### src/rtl/mux_rr_scheduler.sv
// Round-robin owner of a 3-input mux select with a bounded slot length and registered data output.
// Define MUX_SCHED_ERR_CHECK_EN to add the sticky err output that watches the sel/gnt invariants.
//
// state  | meaning
// -------+-----------------------------------------------------------
// S_IDLE | no owner; gnt=0, sel holds its last legal code
// S_SLOT | one requester owns the mux; slot counter runs toward expiry
module mux_rr_scheduler #(
    parameter int N_REQ       = 3,
    parameter int SLOT_CYCLES = 4,
    parameter int CNT_W       = 3
) (
    input  logic             clk,
    input  logic             reset_n,
    input  logic [N_REQ-1:0] req,
    input  logic [N_REQ-1:0] din,
    output logic [1:0]       sel,
    output logic [N_REQ-1:0] gnt,
    output logic             y,
    output logic             y_valid,
    output logic             busy
`ifdef MUX_SCHED_ERR_CHECK_EN
    ,
    output logic             err
`endif
);

    typedef enum logic {
        S_IDLE = 1'b0,
        S_SLOT = 1'b1
    } state_t;

    function automatic logic [1:0] f_inc(input logic [1:0] idx);
        return (idx == 2'd2) ? 2'd0 : idx + 2'd1;
    endfunction

    function automatic logic [N_REQ-1:0] f_onehot(input logic [1:0] idx);
        return N_REQ'(1) << idx;
    endfunction

    // Returns {found, index} of the first set mask bit, scanning upward from start with wrap 2->0.
    function automatic logic [2:0] f_pick(input logic [N_REQ-1:0] mask, input logic [1:0] start);
        logic [2:0] res;
        logic [1:0] idx;
        res = 3'b000;
        idx = start;
        for (int k = 0; k < N_REQ; k++) begin
            if (!res[2] && mask[idx]) begin
                res = {1'b1, idx};
            end
            idx = f_inc(idx);
        end
        return res;
    endfunction

    state_t           r_state;
    state_t           w_state_nxt;
    logic [1:0]       r_sel;
    logic [1:0]       w_sel_nxt;
    logic [N_REQ-1:0] r_gnt;
    logic [N_REQ-1:0] w_gnt_nxt;
    logic [CNT_W-1:0] r_slot_cnt;
    logic [CNT_W-1:0] w_slot_cnt_nxt;
    logic [1:0]       r_rr_ptr;
    logic [1:0]       w_rr_ptr_nxt;
    logic             r_y;
    logic             r_y_valid;

    logic             w_owner_req;
    logic             w_expire;
    logic [N_REQ-1:0] w_mask;
    logic [1:0]       w_start;
    logic [2:0]       w_pick;
    logic             w_found;
    logic [1:0]       w_win;

    assign w_owner_req = req[r_sel];
    assign w_expire    = (r_slot_cnt == CNT_W'(SLOT_CYCLES - 1));

    // A releasing owner is masked out; an expiring owner stays eligible but is searched last.
    assign w_mask  = (r_state == S_SLOT && !w_owner_req) ? (req & ~f_onehot(r_sel)) : req;
    assign w_start = (r_state == S_SLOT) ? f_inc(r_sel) : r_rr_ptr;
    assign w_pick  = f_pick(w_mask, w_start);
    assign w_found = w_pick[2];
    assign w_win   = w_pick[1:0];

    always_comb begin
        w_state_nxt    = r_state;
        w_sel_nxt      = r_sel;
        w_gnt_nxt      = r_gnt;
        w_slot_cnt_nxt = r_slot_cnt;
        w_rr_ptr_nxt   = r_rr_ptr;
        case (r_state)
            S_IDLE: begin
                if (w_found) begin
                    w_state_nxt    = S_SLOT;
                    w_sel_nxt      = w_win;
                    w_gnt_nxt      = f_onehot(w_win);
                    w_slot_cnt_nxt = '0;
                    w_rr_ptr_nxt   = f_inc(w_win);
                end
            end
            S_SLOT: begin
                if (!w_owner_req || w_expire) begin
                    if (w_found) begin
                        w_sel_nxt      = w_win;
                        w_gnt_nxt      = f_onehot(w_win);
                        w_slot_cnt_nxt = '0;
                        w_rr_ptr_nxt   = f_inc(w_win);
                    end else begin
                        w_state_nxt    = S_IDLE;
                        w_gnt_nxt      = '0;
                        w_slot_cnt_nxt = '0;
                    end
                end else begin
                    w_slot_cnt_nxt = r_slot_cnt + CNT_W'(1);
                end
            end
            default: begin
                w_state_nxt    = S_IDLE;
                w_gnt_nxt      = '0;
                w_slot_cnt_nxt = '0;
            end
        endcase
    end

    always_ff @(posedge clk or negedge reset_n) begin
        if (!reset_n) begin
            r_state    <= S_IDLE;
            r_sel      <= 2'b00;
            r_gnt      <= '0;
            r_slot_cnt <= '0;
            r_rr_ptr   <= 2'b00;
        end else begin
            r_state    <= w_state_nxt;
            r_sel      <= w_sel_nxt;
            r_gnt      <= w_gnt_nxt;
            r_slot_cnt <= w_slot_cnt_nxt;
            r_rr_ptr   <= w_rr_ptr_nxt;
        end
    end

    // y only captures while someone is granted, so it holds its last data when y_valid drops.
    always_ff @(posedge clk or negedge reset_n) begin
        if (!reset_n) begin
            r_y       <= 1'b0;
            r_y_valid <= 1'b0;
        end else begin
            if (r_gnt != '0) begin
                r_y <= din[r_sel];
            end
            r_y_valid <= (r_gnt != '0);
        end
    end

`ifdef MUX_SCHED_ERR_CHECK_EN
    logic r_err;
    logic w_err_cond;

    assign w_err_cond = (r_sel == 2'b11)
                     || ((r_gnt & (r_gnt - N_REQ'(1))) != '0)
                     || ((r_gnt != '0) && (r_gnt != f_onehot(r_sel)));

    always_ff @(posedge clk or negedge reset_n) begin
        if (!reset_n) begin
            r_err <= 1'b0;
        end else if (w_err_cond) begin
            r_err <= 1'b1;
        end
    end

    assign err = r_err;
`endif

    assign sel     = r_sel;
    assign gnt     = r_gnt;
    assign y       = r_y;
    assign y_valid = r_y_valid;
    assign busy    = (r_state == S_SLOT);

endmodule

### config.mk
export PLATFORM = sky130hd
export DESIGN_NAME = mux_rr_scheduler
export DESIGN_NICKNAME = d
export VERILOG_FILES = /design/src/rtl/mux_rr_scheduler.sv
export SDC_FILE = /design/constraint.sdc
export NUM_CORES = 1
export LEC_CHECK = 0
export BUFFER_PORTS_ARGS = -buffer_cell sky130_fd_sc_hd__buf_4
export CAP_MARGIN = 25
export CELL_PAD_IN_SITES_DETAIL_PLACEMENT = 0
export CELL_PAD_IN_SITES_GLOBAL_PLACEMENT = 1
export CORE_MARGIN = 5
export CORE_UTILIZATION = 31
export DETAILED_ROUTE_END_ITERATION = 12
export GPL_TIMING_DRIVEN = 0
export PLACE_DENSITY = 0.73
export SETUP_SLACK_MARGIN = 0.02
export SLEW_MARGIN = 20
export SYNTH_ARGS = -nofsm -noshare
export SYNTH_HDL_FRONTEND = slang
export SYNTH_SLANG_ARGS = --single-unit
### constraint.sdc
create_clock -name clk -period 1.7 [get_ports clk]
set_input_delay 0.085 -clock clk [delete_from_list [all_inputs] [get_ports clk]]
set_output_delay 0.085 -clock clk [all_outputs]
set_load 0.01 [all_outputs]
Word level (Yosys, flattened, before mapping)
Index checks and enable logic that the tools add are counted.
{"block": "op_classes", "n_addsub": 5, "magnitude_cmp": 4, "n_eq_ne": 7, "n_shift": 2, "mux": 35, "bitwise": 3, "reduce_logical": 9}
{"cell": "2-to-1 mux 3 bit", "n": 9}
{"cell": "2-to-1 mux 2 bit", "n": 9}
{"cell": "< comparator 2 x 3 -> 1 bit (second input constant)", "n": 4}
{"cell": "one-hot mux 3 bit (2 select lines)", "n": 2}
{"cell": "binary-select mux 1 bit (select 2 bit)", "n": 5}
{"cell": "adder 2 x 1 -> 2 bit (second input constant)", "n": 4}
{"cell": "equality test 2 bit (second input constant)", "n": 4}
{"cell": "one-hot mux 2 bit (2 select lines)", "n": 2}
{"cell": "2-to-1 mux 1 bit", "n": 7}
{"cell": "left shift 1 x 2 -> 3 bit (first input constant)", "n": 2}
{"cell": "adder 3 x 1 -> 3 bit (second input constant)", "n": 1}
{"cell": "bitwise AND 3 bit", "n": 1}
{"cell": "equality test 3 x 2 -> 1 bit (second input constant)", "n": 1}
{"cell": "logical AND 1 bit", "n": 3}
{"cell": "logical NOT 1 bit", "n": 3}
{"cell": "NOT 3 bit", "n": 1}
{"cell": "nonzero test 3 bit", "n": 1}
{"cell": "!= test 2 x 1 -> 1 bit (second input constant)", "n": 1}
{"cell": "!= test 2 bit (second input constant)", "n": 1}
{"cell": "one-hot mux 1 bit (2 select lines)", "n": 1}
{"cell": "AND reduction 2 bit", "n": 1}
{"cell": "logical OR 1 bit", "n": 1}
{"cell": "NOT 1 bit", "n": 1}
{"block": "totals", "register_bits": 13, "inputBits": 8, "out_inout_bits": 8, "wordCells": 72}

Longest topological paths before layout
Gate-level depths: netlist of the first run.
{"block": "depth", "word_depth": 19, "depth_mapped": 6}

Worst setup path before layout of the first run
Ideal clock, no wire load.
{"block": "synth_timing", "path_type": "reg-to-reg", "startpoint": "register r_slot_cnt[0]", "endpoint": "register r_sel[1] (netlist: sel[1])", "t_arrival_ps": 1581, "t_required_ps": 1575, "setup_slack_ps": -6, "path_stages_with_launch": 7, "cell_sequence": "dfrtp_1 > ha_1 > ha_1 > nor3b_1 > a32oi_4 > nand2_4 > mux2_4"}
{"block": "synth_via", "elab_chain_len": 3}
{"element": "from (decl)", "line_no": "62", "source": "logic [CNT_W-1:0] r_slot_cnt;"}
{"element": "from (signal assigned)", "line_no": "138", "source": "r_slot_cnt <= w_slot_cnt_nxt;"}
{"element": "equality test 3 x 2 -> 1 bit", "line_no": "78", "source": "assign w_expire = (r_slot_cnt == CNT_W'(SLOT_CYCLES - 1));"}
{"element": "logical OR 1 bit", "line_no": "104", "source": "if (!w_owner_req || w_expire) begin"}
{"element": "!= test 2 x 1 -> 1 bit (no source line)"}
{"element": "to (signal assigned)", "line_no": "136", "source": "r_sel <= w_sel_nxt;"}
{"element": "to (decl)", "line_no": "58", "source": "logic [1:0] r_sel;"}
Every way passes these cells.
A chain may end at the register's enable or synchronous reset.

Worst setup path after layout of the first run
{"block": "layout_timing", "startpoint": "register r_state (netlist: busy)", "endpoint": "register r_sel[1] (netlist: sel[1])"}
{"block": "layout_via", "elab_chain_len": 14}
{"element": "from (decl)", "line_no": "56", "source": "state_t r_state;"}
{"element": "from (signal assigned)", "line_no": "135", "source": "r_state <= w_state_nxt;"}
{"element": "parallel branches: the longest is 14 deep, another holds adder 2 x 1 -> 2 bit"}
Parallel ways; which one is timed is not known. The select of a mux whose other input is x is not followed.

==> results.toml, run 1 <==
[clocking]
cts_buffers = 3
cts-root-buf = "clkbuf_4"
cts.sinks = 13
clkLatencyLatePin_ps = 270
htree_num_levels = 1
cts_tree = "yes"
clockBufferDepth = 2
clk_pin_slew_worst_paths_ps = 70

[pwr]
p_sw_share_pct = 37.9
p_int_mw = 1.07
cellPowerDensity_nw_per_um2 = 1540
p_leak_nw = 0.473
seq_power_share_pct = 33.5
combPwrFrac_pct = 55.7
netSwitchingPower_mw = 0.650
p_clk_share_pct = 10.8
peakVddDrop_mv = 0.849

[yosys]
ys_ff_latch = 13
synth_top_area_cell = "dfrtp_1"
synth-simple-area-share_pct = 19.6
yosysWarningCount = 0
ys_top_cells_by_area = "dfrtp_1, o2bb2ai_1, a32oi_4, and2b_2, ha_1"
synth_cell_type_count = 31
synth_top_cell_area_share_pct = 44.0
yosysSeqAreaShare_pct = 44.0
postSynthAreaPerCell_um2 = 11.9
synth_area_um2 = 739
netlist_instances = 62
synthMuxAreaShare_pct = 4.91
synth_xor_xnor_area_share_pct = 0
synth.top_cells.by_count = "dfrtp_1, o2bb2ai_1, inv_1, nand2_1"
synthAdderAreaFrac_pct = 3.38
synth_most_common_cell = "dfrtp_1"
synth_edf_count = 0
synth_top_family_by_area = "compound AO/OA/AOI/OAI gates"
synth-async-reset-ratio_pct = 100
synth_compound_area_share_pct = 25.4
synth_nets = 72
synth-main-ff-cell = "dfrtp_1"

[sta]
slew_headroom_pct = 64.7
min_period_ps = 1660
slew_viol_final = 0
fmax_ghz = 0.602
finalSetupViolations = 0
worst_pin_slew_ps = 524
finalHoldViolations = 0
grt_setup_unrepaired = "true"
post-route-period-util_pct = 97.8
fin_skew_ps = 4.92

[floorplanning]
die-area_um2 = 3460
fp.dieW_um = 58.8
initial_utilization_pct = 32.8
die_h_um = 58.8
coreArea_um2 = 2250
ioPinCount = 16
row_count = 17

[cells_and_area]
syn2layout_area_growth_pct = 50.8
drive_gt1_share_pct = 55.3
layout.nets = 105
final_util_pct = 49.4
finish.instance_area_um2 = 1110
instances_no_fill = 122
antennaDiodeCount = 0

[routing]
wire_per_inst_um = 15.6
drt_iter0_drc = 21
viasPerCell = 5.25
ant_nets = 0
first_pass_iters = 4
drcViolationCount = 0
wirelength_um = 1900
vias = 640

[job]
drv_cap = 0

[placed_design]
placed_cell_area_um2 = 892
post-dp-hpwl_um = 1210
placed_cells = 105
numPortBuffers = 15
place_congestion = 0.797

[grt]
grt_first_pass_wirelength_um = 2860
grtUsageTotal_pct = 10.8
grt_max_degree = 14
grt_pass1_vias = 615
grt_overflow = 0
antenna_found_initial = 0

[setup_path]
crit_type = "reg -> reg"
end_kind = "flop"
worstPathArrival_ps = 1820
cp_max_fo = 5
path_cells = "buf_6 -> nand3b_1 -> a211o_1 -> nand2_4 -> mux2_4"
slowest_delay_ps = 430
startpoint_type = "flop"
required_ps = 1860
critPathTopFamily = "flip-flops"
critPathBufInv = 1
cp_slowest_cell = "dfrtp_1"

[outcome]
outcome = "finished, final reports clean"

[worst_hold_path]
hp-class = "in -> reg"
## power groups by stage
stage	logic (mW)	clock network [mW]	registers, mW
after global routing	1.03	0.216	0.596
after detailed placement	0.699	0	0.583
after CTS	0.797	0.193	0.563
after global placement	0.687	0	0.577
after floorplan	0.436	0	0.583
final	0.956	0.186	0.575
## final cells by class
type	count	area, um2
Clock buffer	4	26.3
Fill cell	214	1140
Sequential cell	13	328
Inverter	4	15.0
Tap cell	28	35.0
Timing Repair Buffer	28	213
Multi-Input combinational cell	44	487
Buffer	1	11.3
## path summary, 6_finish.rpt
kind | startpoint | to | slack (ps) | depth (start not counted)
worst max-delay path | busy$_DFF_PN0_ | sel[1]$_DFFE_PN0P_ | 40 | 5
worst min-delay path | req[1] | sel[0]$_DFFE_PN0P_ | 160 | 3
worst max register to register | busy$_DFF_PN0_ | sel[1]$_DFFE_PN0P_ | 40 | 5
worst min register to register | r_slot_cnt[2]$_DFFE_PN0P_ | r_slot_cnt[2]$_DFFE_PN0P_ | 480 | 2
max in group asynchronous | reset_n | sel[1]$_DFFE_PN0P_ | 1340 | 2
min in group asynchronous | reset_n | r_rr_ptr[0]$_DFFE_PN0P_ | 190 | 2
## per-layer routing
layer	share of wire [%]	global-route usage [%]	vias up	routed length, um
li1	-	-	306	-
met1	43	12.5	308	816
met2	48	17.5	19	916
met3	6.0	5.04	7	115
met4	2.8	3.56	0	53
met5	0	0	-	0
## state kept, by name, indices dropped and copies added (netlist names)
signal	flops
busy	1
sel	2
r_slot_cnt	3
gnt	3
y	1
r_rr_ptr	2
y_valid	1
## stage by stage
step	setup TNS, ps	hold slack [ps]	total power, mW	setup WS (ps)
detailed placement	-202	-61.8	1.28	-55.3
finish	0	159	1.72	37.8
CTS	0	178	1.55	19.1
global placement	-47.7	-64.4	1.26	-27.4
global route	-129	149	1.85	-47.7
floorplan	0	-211	1.02	69.5
## layout by cell type, fill, tap and decap left out
cell	netlist	layout
o211ai_1	2	2
ha_4	0	1
a211o_1	1	1
ha_2	0	1
nand2_1	4	4
nor4bb_1	1	1
o41ai_4	0	1
o2bb2ai_1	5	4
o2bb2ai_2	0	1
a21boi_0	1	1
mux2_4	1	1
and2b_2	3	3
dfrtp_1	13	11
o21ai_0	3	3
o21ai_2	0	1
nor3b_4	0	1
and3b_4	1	1
inv_1	4	4
dlygate4sd3_1	0	1
or3b_4	0	1
buf_6	0	1
clkbuf_1	0	1
nand4_4	0	1
clkbuf_4	0	3
nor3b_2	0	1
nand3b_1	2	2
o21a_1	2	2
dfrtp_2	0	2
buf_4	0	27
nand2_4	1	1
a32o_1	1	1
mux2_2	1	1
o311ai_4	0	1
or3_1	1	1
nor2b_1	1	1
a221oi_4	0	1
mux2i_1	1	1
nor4_1	1	1
a32oi_4	1	1
## kinds of logic after synthesis
family,count (synthesis)
AO/OA/AOI/OAI,20
adder cells (fa/ha/maj),2
buffers and inverters,5
flip-flops,13
multiplexers,3
AND/OR/NAND/NOR,19
## what timing repair did
item / in CTS / in global routing
gates resized for setup: 3 / 16
endpoints found under the hold margin: 13 / 0
setup endpoints to repair: 7 / 7
gates cloned: 0 / 1
hold buffers: 1 / 0
pin swaps: 4 / 8
buffers inserted: 5 / 6
## worst min-delay path, stage by stage
cell and delay [ps]:
buf_4 150, o21ai_2 90, o2bb2ai_1 60
Note: power is estimated with default switching activity, not from simulation.
==> run 2: changes to the inputs <==
--- a/config.mk
+++ b/config.mk
@@ -5,15 +5,16 @@
 export SDC_FILE = /design/constraint.sdc
 export NUM_CORES = 1
 export LEC_CHECK = 0
-export BUFFER_PORTS_ARGS = -buffer_cell sky130_fd_sc_hd__buf_4
 export CAP_MARGIN = 25
 export CELL_PAD_IN_SITES_DETAIL_PLACEMENT = 0
 export CELL_PAD_IN_SITES_GLOBAL_PLACEMENT = 1
 export CORE_MARGIN = 5
 export CORE_UTILIZATION = 31
 export DETAILED_ROUTE_END_ITERATION = 12
+export DONT_BUFFER_PORTS = 1
 export GPL_TIMING_DRIVEN = 0
-export PLACE_DENSITY = 0.73
+export MAX_ROUTING_LAYER = met4
+export PLACE_DENSITY = 0.65
 export SETUP_SLACK_MARGIN = 0.02
 export SLEW_MARGIN = 20
 export SYNTH_ARGS = -nofsm -noshare
==> results.toml, run 2 (synthesis results as in run 1) <==
[sta]
slew_headroom_pct = 60.1
min_period_ps = 1630
finalSetupViolations = 0
setup_slack_ps = 66.8
grt_setup_unrepaired = "true"
finalHoldViolations = 0
post-route-period-util_pct = 96.1
fin_skew_ps = 3.72
fmax_ghz = 0.612
slew_viol_final = 0
worst_pin_slew_ps = 596

[clocking]
clockBufferDepth = 2
htree_num_levels = 1
clkLatencyLatePin_ps = 270
cts.sinks = 13
cts_buffers = 3
clk_pin_slew_worst_paths_ps = 80
cts-root-buf = "clkbuf_4"
cts_tree = "yes"

[routing]
ant_nets = 0
viasPerCell = 5.41
wirelength_um = 1710
first_pass_iters = 4
drt_iter0_drc = 16
wire_per_inst_um = 16.6
drcViolationCount = 0
vias = 557

[grt]
grt_first_pass_wirelength_um = 2860
grt_overflow = 0
grt_pass1_vias = 573
grt_max_degree = 14
grtUsageTotal_pct = 11.3
antenna_found_initial = 0

[cells_and_area]
layout.nets = 86
multi_input_area_um2 = 447
drive_gt1_share_pct = 40.0
antennaDiodeCount = 0
final_common_cell = "dfrtp_1"
seqCellArea_um2 = 329
fillers = 234
final_cell_mix = "dfrtp_1, buf_4, o2bb2ai_1, inv_1, nand2_1"
syn2layout_area_growth_pct = 26.6

[pwr]
peakVddDrop_mv = 0.637
finalPower_mw = 1.47
cellPowerDensity_nw_per_um2 = 1570
p_leak_nw = 0.372

[outcome]
outcome = "finished, final reports clean"

[setup_path]
required_ps = 1860
worstPathArrival_ps = 1800
cp_max_fo = 5
crit_type = "reg -> reg"
end_kind = "flop"
startpoint_type = "flop"

[placed_design]
dp_slack_ps = -95.5
place_congestion = 0.718
numPortBuffers = 0
post-dp-hpwl_um = 1140

[floorplanning]
die-area_um2 = 3460
row_count = 17
initial_utilization_pct = 32.8
die_h_um = 58.8
fp.dieW_um = 58.8
ioPinCount = 16
coreArea_um2 = 2250

[worst_hold_path]
hp-class = "in -> reg"

[job]
drv_cap = 0
-- run 2: where the power goes --
group,switching (mW),total (mW),internal [mW]
Sequential,0.200,0.644,0.444
Combinational,0.277,0.632,0.355
Clock,0.102,0.192,0.0909
Total,0.579,1.47,0.890
-- run 2: area by class of cell --
cell class	count	share of cell area, %
multi-input cells	44	47.7
flip-flops and latches	13	35.2
repair buffers	9	7.75
well taps	28	3.74
clock buffers	4	2.81
inverters	4	1.60
plain buffers	1	1.20
-- run 2: layer usage --
metal	GRT usage (%)	up-vias	share of wire, %
met5	-	-	0
met4	7.77	0	1.6
met3	2.41	2	7.4
met2	15.3	14	46
met1	14.8	270	45
li1	-	271	-
-- run 2: final timing paths --
| path | start | to | slack, ps | depth (start not counted) |
|---|---|---|---|---|
| worst max-delay path | r_slot_cnt[0]$_DFFE_PN0P_ | sel[1]$_DFFE_PN0P_ | 70 | 6 |
| worst min register to register | r_slot_cnt[2]$_DFFE_PN0P_ | r_slot_cnt[2]$_DFFE_PN0P_ | 490 | 2 |
| max in group asynchronous | reset_n | sel[0]$_DFFE_PN0P_ | 1030 | 1 |
| worst max register to register | r_slot_cnt[0]$_DFFE_PN0P_ | sel[1]$_DFFE_PN0P_ | 70 | 6 |
| worst min-delay path | req[1] | r_slot_cnt[2]$_DFFE_PN0P_ | 40 | 3 |
| min in group asynchronous | reset_n | gnt[1]$_DFFE_PN0P_ | 250 | 1 |
-- run 2: stage by stage --
stage / instances / hold WS, ps / utilization [%] / TNS [ps] / cell area, um2
3_3_place_gp: 90 / -210 / 34.6 / -448 / 779
4_1_cts: 98 / 27.0 / 38.3 / 0 / 863
5_1_grt: 103 / 59.3 / 41.5 / -12.8 / 936
6_report: 103 / 38.1 / 41.5 / 0 / 936
2_1_floorplan: 62 / -211 / - / 0 / 744
3_5_place_dp: 90 / -210 / 34.6 / -415 / 779
-- run 2: timing repair --
action,4_1_cts,5_1_grt
setup endpoints to repair,7,9
hold buffers,2,0
buffers inserted,2,5
pin swaps,5,4
gates resized for setup,6,7
hold endpoints to repair,16,0
-- run 2: worst max-delay path, stage by stage (launching register included) --
cell and delay, ps:
dfrtp_1 400, ha_1 230, ha_4 170, nor3b_4 220, a32oi_4 110, nand2_4 100
mux2_4 290
